**config.mk**
```make
export PLATFORM = sky130hd
export DESIGN_NAME = l2_line_reader
export DESIGN_NICKNAME = d
export VERILOG_FILES = /design/src/rtl/l2_line_reader.sv
export SDC_FILE = /design/constraint.sdc
export NUM_CORES = 1
export LEC_CHECK = 0
export ABC_AREA = 0
export BUFFER_PORTS_ARGS = -buffer_cell sky130_fd_sc_hd__buf_2
export CAP_MARGIN = 20
export CORE_ASPECT_RATIO = 0.7
export CORE_UTILIZATION = 40
export CTS_BUF_LIST = sky130_fd_sc_hd__clkbuf_16
export DETAILED_ROUTE_END_ITERATION = 7
export HOLD_SLACK_MARGIN = 0.03
export SETUP_SLACK_MARGIN = 0.5
export SLEW_MARGIN = 10
export SYNTH_ARGS = -nofsm -noshare
export SYNTH_HDL_FRONTEND = slang
export SYNTH_SLANG_ARGS = --single-unit
```
**constraint.sdc**
```tcl
create_clock -name clk -period 3.15 [get_ports clk]
set_input_delay 0.4725 -clock clk [delete_from_list [all_inputs] [get_ports clk]]
set_output_delay 0.4725 -clock clk [all_outputs]
set_load 0.02 [all_outputs]
```
**src/rtl/l2_line_reader.sv**
```systemverilog
// Serves 128-bit L1 line reads from 256-bit L2 lines through a one-entry line buffer,
// so both halves of one L2 line cost a single L2 lookup.
module l2_line_reader #(
    parameter int unsigned ADDR_W    = 16,
    parameter int unsigned L1_LINE_W = 128,
    parameter int unsigned L2_LINE_W = 256,
    parameter int unsigned CNT_W     = 16
) (
    input  logic                 clk,
    input  logic                 reset_n,
    input  logic                 l1_read,
    input  logic [ADDR_W-1:0]    l1_address,
    output logic [L1_LINE_W-1:0] l1_rdata,
    output logic                 l1_resp,
    output logic                 l2_req,
    output logic [ADDR_W-1:0]    l2_address,
    input  logic                 l2_ready,
    input  logic [L2_LINE_W-1:0] l2_line,
    input  logic                 inval,
    input  logic [ADDR_W-1:0]    inval_address,
    output logic                 busy,
    output logic [CNT_W-1:0]     hit_count
);

    localparam int unsigned TagW = ADDR_W - 5;

    typedef enum logic [1:0] {StIdle, StLookup, StRespond} state_e;

    state_e                 state;
    logic [L2_LINE_W-1:0]   buf_line;
    logic [TagW-1:0]        buf_tag;
    logic                   buf_valid;
    logic [ADDR_W-1:0]      req_addr;

    logic [TagW-1:0] l1_tag;
    logic [TagW-1:0] inval_tag;
    logic [TagW-1:0] req_tag;
    logic            inval_buf;
    logic            inval_req;
    logic            buf_hit;

    assign l1_tag    = l1_address[ADDR_W-1:5];
    assign inval_tag = inval_address[ADDR_W-1:5];
    assign req_tag   = req_addr[ADDR_W-1:5];
    assign inval_buf = inval && buf_valid && (inval_tag == buf_tag);
    // A write to the requested line in the same cycle makes the buffered copy stale.
    assign inval_req = inval && (inval_tag == l1_tag);
    assign buf_hit   = buf_valid && (buf_tag == l1_tag) && !inval_req;

    always_ff @(posedge clk) begin
        if (!reset_n) begin
            state      <= StIdle;
            l2_req     <= 1'b0;
            l1_resp    <= 1'b0;
            l1_rdata   <= '0;
            l2_address <= '0;
            busy       <= 1'b0;
            hit_count  <= '0;
            buf_valid  <= 1'b0;
            buf_line   <= '0;
            buf_tag    <= '0;
            req_addr   <= '0;
        end else begin
            if (inval_buf) begin
                buf_valid <= 1'b0;
            end
            case (state)
                StIdle: begin
                    if (l1_read) begin
                        req_addr   <= l1_address;
                        l2_address <= {l1_tag, 5'b0};
                        busy       <= 1'b1;
                        if (buf_hit) begin
                            l1_rdata <= l1_address[4] ? buf_line[L2_LINE_W-1:L1_LINE_W]
                                                      : buf_line[L1_LINE_W-1:0];
                            l1_resp  <= 1'b1;
                            state    <= StRespond;
                            if (hit_count != '1) begin
                                hit_count <= hit_count + CNT_W'(1);
                            end
                        end else begin
                            l2_req <= 1'b1;
                            state  <= StLookup;
                        end
                    end
                end
                StLookup: begin
                    if (l2_ready) begin
                        // Fill wins over a same-cycle invalidate: l2_line is the current data.
                        buf_line  <= l2_line;
                        buf_tag   <= req_tag;
                        buf_valid <= 1'b1;
                        l1_rdata  <= req_addr[4] ? l2_line[L2_LINE_W-1:L1_LINE_W]
                                                 : l2_line[L1_LINE_W-1:0];
                        l2_req    <= 1'b0;
                        l1_resp   <= 1'b1;
                        state     <= StRespond;
                    end
                end
                StRespond: begin
                    l1_resp <= 1'b0;
                    busy    <= 1'b0;
                    state   <= StIdle;
                end
                default: begin
                    state <= StIdle;
                end
            endcase
        end
    end

endmodule

```
==> results of run 1 <==
[power by group]
| part | leakage (nW) | total, mW | internal (mW) | switching, mW |
|---|---|---|---|---|
| Combinational | 5.50 | 1.56 | 0.578 | 0.979 |
| Sequential | 3.48 | 5.71 | 5.60 | 0.105 |
| Clock | 0.741 | 5.09 | 2.87 | 2.22 |
[worst max path at each step]
stage,from,to,slack (ns),cells after the start
after floorplan,l1_address[11],l1_rdata[0],1.20,7
after global placement,l1_address[11],hit_count[5],0.54,8
after detailed placement,l1_address[5],hit_count[5],0.56,8
after CTS,buf_tag[6],hit_count[5],0.78,7
after global routing,buf_tag[6],hit_count[5],0.57,7
final,buf_tag[6],hit_count[5],0.66,7
[routing by layer]
layer,part of all wire (%),global-route usage (%),vias up
li1,-,-,9133
met1,44,30.4,8524
met2,46,36.8,536
met3,7.9,6.03,99
met4,1.8,5.22,22
met5,0.24,0,-
[layout make-up]
class | instances | share of cell area [%]
multi-input combinational | 1884 | 42.4
sequential | 429 | 36.5
timing repair buffer | 476 | 11.5
clock buffer | 49 | 5.20
tap | 655 | 3.48
clock inverter | 33 | 0.728
antenna | 16 | 0.170
inverter | 5 | 0.112
[placed cells by master, fill, tap and decap left out, types with 2 or more instances in the layout]
cell type	n
buf_12	17
o311ai_0	3
buf_4	18
o21ai_1	52
o41ai_1	3
mux2i_1	265
conb_1	5
dfxtp_1	428
xnor2_1	33
clkbuf_16	49
nand2b_1	11
and2_0	2
nand3_1	258
nand4_1	14
diode_2	16
o31ai_1	4
or4_1	3
nand2_1	834
clkinv_2	7
o21ai_0	76
nor4_1	5
nor3_1	3
buf_2	439
and2_1	2
clkinv_1	10
inv_1	17
a21oi_1	287
inv_8	2
nor2_1	10
[kinds of logic (layout without fill, tap and decap cells)]
logic type,Yosys count,count (layout),share of synthesized area (%)
and+or+nand+nor,1150,1150,24.2
adders and majority gates,1,1,0.0635
xor gates and xnor gates,34,34,1.51
DFF,429,429,43.6
buffers and inverters,235,563,5.87
muxes,265,265,13.5
other,1,21,0.0190
AOI/OAI and AO/OA,429,429,11.2
[critical path: stages, from the launching register on]
cell and delay, ns:
dfxtp_1 0.40, xnor2_1 0.17, nand4_1 0.26, nor4_1 0.62, nand2_1 0.11, buf_4 0.23, or4_1 0.49, a21oi_1 0.14
[state kept, by name, summed over array words and instances (netlist names)]
register,flops
buf_line,256
buf_tag,11
buf_valid,1
busy,1
hit_count,16
l1_rdata,128
l1_resp,1
l2_req,1
req_addr,12
state,2
[metrics by stage]
stage | setup slack (ns) | hold WS, ns | util, % | total power [mW]
detailed placement | 0.556 | 0.441 | 45.9 | 7.39
global placement | 0.542 | 0.440 | 45.9 | 7.35
global route | 0.569 | 0.145 | 48.8 | 12.9
floorplan | 1.20 | 0.436 | - | 6.82
CTS | 0.779 | 0.133 | 48.8 | 12.5
finish | 0.663 | 0.169 | 48.9 | 12.4
==> impl_metrics.env, run 1 <==
export IMPL_p_leak_nw=9.72
export IMPL_nNetsFinal=3136
export IMPL_ys_top_cells_by_count="835 x nand2_1, 429 x dfxtp_1, 287 x a21oi_1"
export IMPL_dieArea_um2=50100
export IMPL_tns_ns=0
export IMPL_async_flop_share_pct=0
export IMPL_drt_iter0_markers=1157
export IMPL_reg2regPathDepth=7
export IMPL_path_clk_slew_ns=0.06
export IMPL_drive_above_1_share_pct=18.9
export IMPL_wl_per_cell_um=16.7
export IMPL_grt_ovfl_total=0
export IMPL_vias=18300
export IMPL_first_pass_iters=5
export IMPL_grt_max_degree=157
export IMPL_hold_start="l2_line[208]"
export IMPL_wirelength_um=59200
export IMPL_cts_made_buffers=46
export IMPL_synth_seq_cells=429
export IMPL_gp_congestion=0.946
export IMPL_cts_tree="yes"
export IMPL_hold_depth=3
export IMPL_rsz0062_at_grt="no"
export IMPL_post_cts_buffers=0
export IMPL_yosysTopAreaCell="dfxtp_1"
export IMPL_syn_area_per_cell_um2=7.74
export IMPL_cp_max_fo=21
export IMPL_power_density_nw_per_um2=524
export IMPL_pin_count=456
export IMPL_synth_edf_count=0
export IMPL_clock_path_buffers=3
export IMPL_cp_arrival_ns=2.96
export IMPL_instances_no_fill=3547
export IMPL_antenna_found_initial=27
export IMPL_postPlaceCellArea_um2=22100
export IMPL_seq_area_um2=8590
export IMPL_grt_pass1_wl_um=92900
export IMPL_synth_distinct_cells=41
export IMPL_period_minus_slack_ns=2.49
export IMPL_holdPathEnd="buf_line[208]"
export IMPL_core_um2=48200
export IMPL_ir_worst_vdd_v=0.000343
export IMPL_grt_pass1_vias=17100
export IMPL_crit_reg2reg_launch="buf_tag[6]"
export IMPL_multi_input_area_um2=9980
export IMPL_cts_resized=0
export IMPL_cp_required_ns=3.62
export IMPL_crit_type="register to register"
export IMPL_area_growth_pct=19.7
export IMPL_syn_cell_area_um2=19700
export IMPL_fillCellCount=4753
export IMPL_setup_viol=0
export IMPL_drv_cap=0
export IMPL_rrSetupSlack_ns=0.66
export IMPL_r2r_end="hit_count[5]"
export IMPL_ant_nets=0
export IMPL_insertion_delay_ns=0.55
export IMPL_initial_core_util_pct=40.8
export IMPL_worst_hold_path_type="primary input to register"
export IMPL_critPathCaptureType="register"
export IMPL_finalMaxSlewViolations=0
export IMPL_std_cell_rows=67
export IMPL_place_inst=3449
export IMPL_grt_usage_pct=22.8
export IMPL_synth_most_common_cell="nand2_1"
export IMPL_yosys_warnings=0
export IMPL_cp_start_kind="register"
export IMPL_hold_viol=0
export IMPL_final_area_um2=23600
export IMPL_tightest_slew_ns=0.960
export IMPL_fp_dieW_um=267
export IMPL_io_buffers=441
export IMPL_via_per_inst=5.16
export IMPL_outcome="finished clean"
export IMPL_drc=0
export IMPL_clock_skew_ns=0.0169
export IMPL_max_slew_margin_rel_pct=36.0
export IMPL_h_tree_depth=2
export IMPL_yosys_area_top_type_share_pct=43.6
export IMPL_cts_sinks=429
export IMPL_die_y_um=188
export IMPL_synth_ff_type="dfxtp_1"
export IMPL_min_period_over_period_pct=78.9
export IMPL_synth_cells=2544
export IMPL_cts_root_buf="clkbuf_16"
export IMPL_synthTopCellsByArea="dfxtp_1 44%, nand2_1 16%, mux2i_1 13%"
export IMPL_place_hpwl_um=37500
export IMPL_yosysSeqAreaShare_pct=43.6
export IMPL_cts_hold_buf=0
export IMPL_fmax_mhz=402
(Power assumes the default switching activity.)
==> run 2: changes to the inputs <==
==> constraint.sdc (replaced) <==
create_clock -name clk -period 2.5 [get_ports clk]
set_input_delay 0.375 -clock clk [delete_from_list [all_inputs] [get_ports clk]]
set_output_delay 0.375 -clock clk [all_outputs]
set_load 0.02 [all_outputs]
==> run 2 against run 1 <==
  * Flip-flop and latch count stayed put
  * Design area is 5.8% higher
  * Critical path type unchanged
  * Count of clock-buffer cells in the layout is 1 lower
  * Wire length is 7.6% higher
  * Critical path depth is 3 higher
  * Register-to-register slack worse by 0.25 ns
  * Non-clock buffer count is 44 higher
  * Clock power is 23% higher
  * Critical endpoint is now l1_rdata[98]
  * Core utilization is 2.8 points higher
  * Largest cell class unchanged
  * Via count is 2.3% higher
==> impl_metrics.env, run 2 (synthesis gave the netlist of run 1 again) <==
export IMPL_io_buffers=441
export IMPL_critPathCaptureType="register"
export IMPL_tightest_slew_ns=0.938
export IMPL_die_y_um=188
export IMPL_h_tree_depth=2
export IMPL_cp_start_kind="register"
export IMPL_p_leak_nw=10.3
export IMPL_period_minus_slack_ns=2.09
export IMPL_nNetsFinal=3180
export IMPL_outcome="finished clean"
export IMPL_instances_no_fill=3590
export IMPL_cts_tree="yes"
export IMPL_wirelength_um=63700
export IMPL_cp_required_ns=2.92
export IMPL_hold_viol=0
export IMPL_finalPower_mw=15.6
export IMPL_grt_max_degree=129
export IMPL_area_growth_pct=26.6
export IMPL_max_slew_margin_rel_pct=37.4
export IMPL_pin_count=456
export IMPL_cp_arrival_ns=2.51
export IMPL_cts_sinks=429
export IMPL_ant_nets=0
export IMPL_drt_iter0_markers=1239
export IMPL_fp_dieW_um=267
export IMPL_drv_cap=0
export IMPL_drc=0
export IMPL_layout_commonest_cell="nand2_1"
export IMPL_place_hpwl_um=38500
export IMPL_regMostFlops="buf_line"
export IMPL_clock_skew_ns=0.0180
export IMPL_ir_worst_vdd_v=0.000449
export IMPL_fillCellCount=4553
export IMPL_place_inst=3457
export IMPL_grt_pass1_wl_um=93100
export IMPL_cts_root_buf="clkbuf_16"
export IMPL_via_per_inst=5.22
export IMPL_path_clk_slew_ns=0.06
export IMPL_finalMaxSlewViolations=0
export IMPL_antenna_found_initial=32
export IMPL_power_density_nw_per_um2=628
export IMPL_std_cell_rows=67
export IMPL_core_um2=48200
export IMPL_cp_max_fo=6
export IMPL_final_area_um2=24900
export IMPL_clock_path_buffers=3
export IMPL_min_period_over_period_pct=83.6
export IMPL_dieArea_um2=50100
export IMPL_gp_congestion=0.932
export IMPL_drive_above_1_share_pct=23.3
export IMPL_tns_ns=0
export IMPL_postPlaceCellArea_um2=22300
export IMPL_vias=18700
export IMPL_rsz0062_at_grt="yes"
export IMPL_insertion_delay_ns=0.55
export IMPL_whs_ns=0.0749
export IMPL_wl_per_cell_um=17.8
export IMPL_setup_slack_ns=0.411
export IMPL_post_place_ws_ns=0.0597
export IMPL_grt_pass1_vias=17200
export IMPL_crit_type="register to register"
export IMPL_grt_ovfl_total=0
export IMPL_setup_viol=0
export IMPL_worst_hold_path_type="primary input to register"
export IMPL_finish_utilization_pct=51.7
export IMPL_mostFrequentLayoutCells="833 x nand2_1, 439 x buf_2, 418 x dfxtp_1, 282 x a21oi_1, 265 x mux2i_1"
export IMPL_grt_usage_pct=23.0
export IMPL_largestRegisters="buf_line (256), l1_rdata (128), hit_count (16)"
export IMPL_largest_reg_flops=256
export IMPL_initial_core_util_pct=40.8
export IMPL_first_pass_iters=5
export IMPL_fmax_mhz=479
export IMPL_cts_made_buffers=45
## run 2: layout make-up
cell class	count	area (um^2)	area share [%]
Inverter	5	26.3	0.105
Clock buffer	48	1200	4.82
Tap cell	655	820	3.29
Multi-Input combinational cell	1885	10500	42.2
Timing Repair Buffer	520	3550	14.2
Sequential cell	429	8610	34.5
Antenna cell	22	55.1	0.221
Clock inverter	26	140	0.562
## run 2: where the power goes
group / switching (mW) / internal (mW) / leakage, nW
combinational: 1.35 / 0.843 / 6.07
clock: 2.75 / 3.53 / 0.706
sequential: 0.120 / 7.06 / 3.48
total: 4.22 / 11.4 / 10.3
## run 2: path summary, 6_finish.rpt
kind / to / depth (start not counted) / slack [ns] / start
max: l1_rdata[98] / 10 / 0.41 / buf_tag[6]
min: buf_line[79] / 3 / 0.07 / l2_line[79]
max reg2reg: l1_rdata[98] / 10 / 0.41 / buf_tag[6]
min reg2reg: buf_line[255] / 2 / 0.45 / buf_line[255]
## run 2: per-layer routing
metal	share of wire (%)	wire (um)	global-route usage, %
met1	44	27900	30.1
met2	46	29500	36.9
met3	7.9	5040	6.59
met4	1.7	1110	6.23
met5	0.25	161	0
## run 2: critical path, stage by stage, from the launching register on
cell and delay (ns):
dfxtp_4 0.36, xnor2_2 0.17, nand4_1 0.21, buf_4 0.21
nor3_4 0.15, a31oi_4 0.18, buf_6 0.19, clkbuf_16 0.17
buf_16 0.15, nand3_1 0.07, o21ai_1 0.09
## run 2: what timing repair did
item,4_1_cts,5_1_grt
cloned,2,21
pin swaps,3,50
setup endpoints to repair,73,153
setup buffers,2,12
hold buffers,0,0
gates resized for setup,23,145
==> run 3: changes to the inputs <==
==> constraint.sdc (replaced) <==
create_clock -name clk -period 1.8 [get_ports clk]
set_input_delay 0.27 -clock clk [delete_from_list [all_inputs] [get_ports clk]]
set_output_delay 0.27 -clock clk [all_outputs]
set_load 0.02 [all_outputs]
==> run 3 against run 2 <==
  * Clock skew shrank 0.0035 ns
  * Hold slack gained 0.0015 ns
  * Sequential share of layout area shrank 4.2 points
  * Critical endpoint is now hit_count[9]
  * Critical path depth shrank 1
  * Critical path type unchanged
  * Register-to-register slack lost 0.70 ns
  * The run now ends with setup timing left
==> impl_metrics.env, run 3 (synthesis gave the netlist of run 1 again) <==
export IMPL_finalMaxSlewViolations=0
export IMPL_pin_count=456
export IMPL_cp_max_fo=7
export IMPL_cts_made_buffers=46
export IMPL_crit_type="register to register"
export IMPL_std_cell_rows=67
export IMPL_final_area_um2=28400
export IMPL_die_y_um=188
export IMPL_gp_congestion=0.889
export IMPL_cp_arrival_ns=2.53
export IMPL_hold_viol=0
export IMPL_grt_ovfl_total=0
export IMPL_p_leak_nw=11.8
export IMPL_grt_pass1_vias=19100
export IMPL_tightest_slew_ns=0.668
export IMPL_min_period_over_period_pct=116
export IMPL_cts_tree="yes"
export IMPL_hold_depth=4
export IMPL_io_buffers=441
export IMPL_power_density_nw_per_um2=804
export IMPL_outcome="finished with violations"
export IMPL_grt_usage_pct=24.9
export IMPL_clock_path_buffers=3
export IMPL_cp_start_kind="register"
export IMPL_cts_sinks=429
export IMPL_insertion_delay_ns=0.57
export IMPL_place_hpwl_um=40800
export IMPL_layout_commonest_cell="nand2_1"
export IMPL_instances_no_fill=3902
export IMPL_fp_dieW_um=267
export IMPL_finalPower_mw=22.9
export IMPL_worst_hold_path_type="primary input to register"
export IMPL_wirelength_um=67800
export IMPL_mostFrequentLayoutCells="830 x nand2_1, 439 x buf_2, 413 x dfxtp_1, 279 x a21oi_1, 265 x mux2i_1"
export IMPL_largest_reg_flops=256
export IMPL_dieArea_um2=50100
export IMPL_antenna_found_initial=4
export IMPL_cts_root_buf="clkbuf_16"
export IMPL_drc=0
export IMPL_area_growth_pct=44.4
export IMPL_ant_nets=0
export IMPL_largestRegisters="buf_line (256), l1_rdata (128), hit_count (16)"
export IMPL_initial_core_util_pct=40.8
export IMPL_period_minus_slack_ns=2.09
export IMPL_clock_skew_ns=0.0145
export IMPL_setup_slack_ns=-0.287
export IMPL_rsz0062_at_grt="yes"
export IMPL_postPlaceCellArea_um2=23200
export IMPL_violations="setup timing"
export IMPL_vias=20300
export IMPL_max_slew_margin_rel_pct=55.4
export IMPL_fmax_mhz=479
export IMPL_grt_max_degree=103
export IMPL_drive_above_1_share_pct=24.1
export IMPL_regMostFlops="buf_line"
export IMPL_path_clk_slew_ns=0.06
export IMPL_ir_worst_vdd_v=0.000661
export IMPL_first_pass_iters=6
export IMPL_via_per_inst=5.20
export IMPL_wl_per_cell_um=17.4
export IMPL_place_inst=3531
export IMPL_reg2regPathDepth=9
export IMPL_drv_cap=0
export IMPL_core_um2=48200
export IMPL_setup_viol=148
export IMPL_h_tree_depth=2
export IMPL_grt_pass1_wl_um=101000
export IMPL_cp_required_ns=2.25
export IMPL_drt_iter0_markers=1394
export IMPL_critPathCaptureType="register"
export IMPL_nNetsFinal=3504
[run 3: cell types whose count changed in the layout (fill, tap and decap cells not counted), sizes merged]
cell         before  now
a41o              2    1
diode            22    3
clkinv            9   17
inv              20   17
buf             504  568
bufinv            1    2
dlygate4sd3       0  263
clkbuf           64   62
clkinvlp          1    2
[run 3: power breakdown]
part           switching, mW  leakage [nW]  internal, mW  total, mW
Sequential             0.177          3.49          9.79       9.97
Clock                   3.97         0.740          5.18       9.16
Combinational           2.07          7.58          1.67       3.73
Total                   6.22          11.8          16.6       22.9
[run 3: final cells by class]
class	count	area, um^2
antenna	3	7.51
clock buffer	49	1230
clock inverter	33	204
fill	4196	19800
inverter	5	26.3
multi-input combinational	1884	10700
sequential	429	8630
tap	655	820
timing repair buffer	844	6820
[run 3: repair_timing]
item | 4_1_cts | 5_1_grt
setup buffers | 4 | 3
pin swaps | 24 | 28
endpoints found under the hold margin | 263 | 0
hold buffers | 263 | 0
endpoints found under the setup margin | 573 | 574
gates cloned | 1 | 15
gates resized for setup | 62 | 116
[run 3: path summary, 6_finish.rpt]
path	from	slack, ns	to
max	buf_tag[6]	-0.29	hit_count[9]
min	l2_ready	0.08	state[0]
max reg2reg	buf_tag[6]	-0.29	hit_count[9]
min reg2reg	l1_rdata[99]	0.45	l1_rdata[99]
[run 3: stage by stage]
| step | hold WS [ns] | util, % | setup slack, ns | TNS (ns) |
|---|---|---|---|---|
| finish | 0.0764 | 59.0 | -0.287 | -26.41 |
| CTS | 0.0528 | 57.2 | -0.190 | -12.98 |
| global placement | 0.432 | 48.1 | -0.436 | -44.52 |
| floorplan | 0.406 | - | 0.0763 | 0 |
| global route | 0.0716 | 59.0 | -0.356 | -40.39 |
| detailed placement | 0.446 | 48.1 | -0.376 | -47.24 |
[run 3: critical path, cell delays in order, from the launching register on]
cell,delay [ns]
dfxtp_1,0.34
xnor2_2,0.20
nand4_1,0.19
buf_4,0.18
nor4_2,0.17
buf_4,0.18
nand2_4,0.05
buf_6,0.14
buf_12,0.14
o41ai_1,0.37
[run 3: metal layers]
| layer | GRT usage, % | wire, um | vias up |
|---|---|---|---|
| li1 | - | - | 9881 |
| met1 | 32.6 | 29500 | 9531 |
| met2 | 41.8 | 32100 | 744 |
| met3 | 4.02 | 4410 | 129 |
| met4 | 7.85 | 1740 | 0 |
| met5 | 0 | 0 | - |
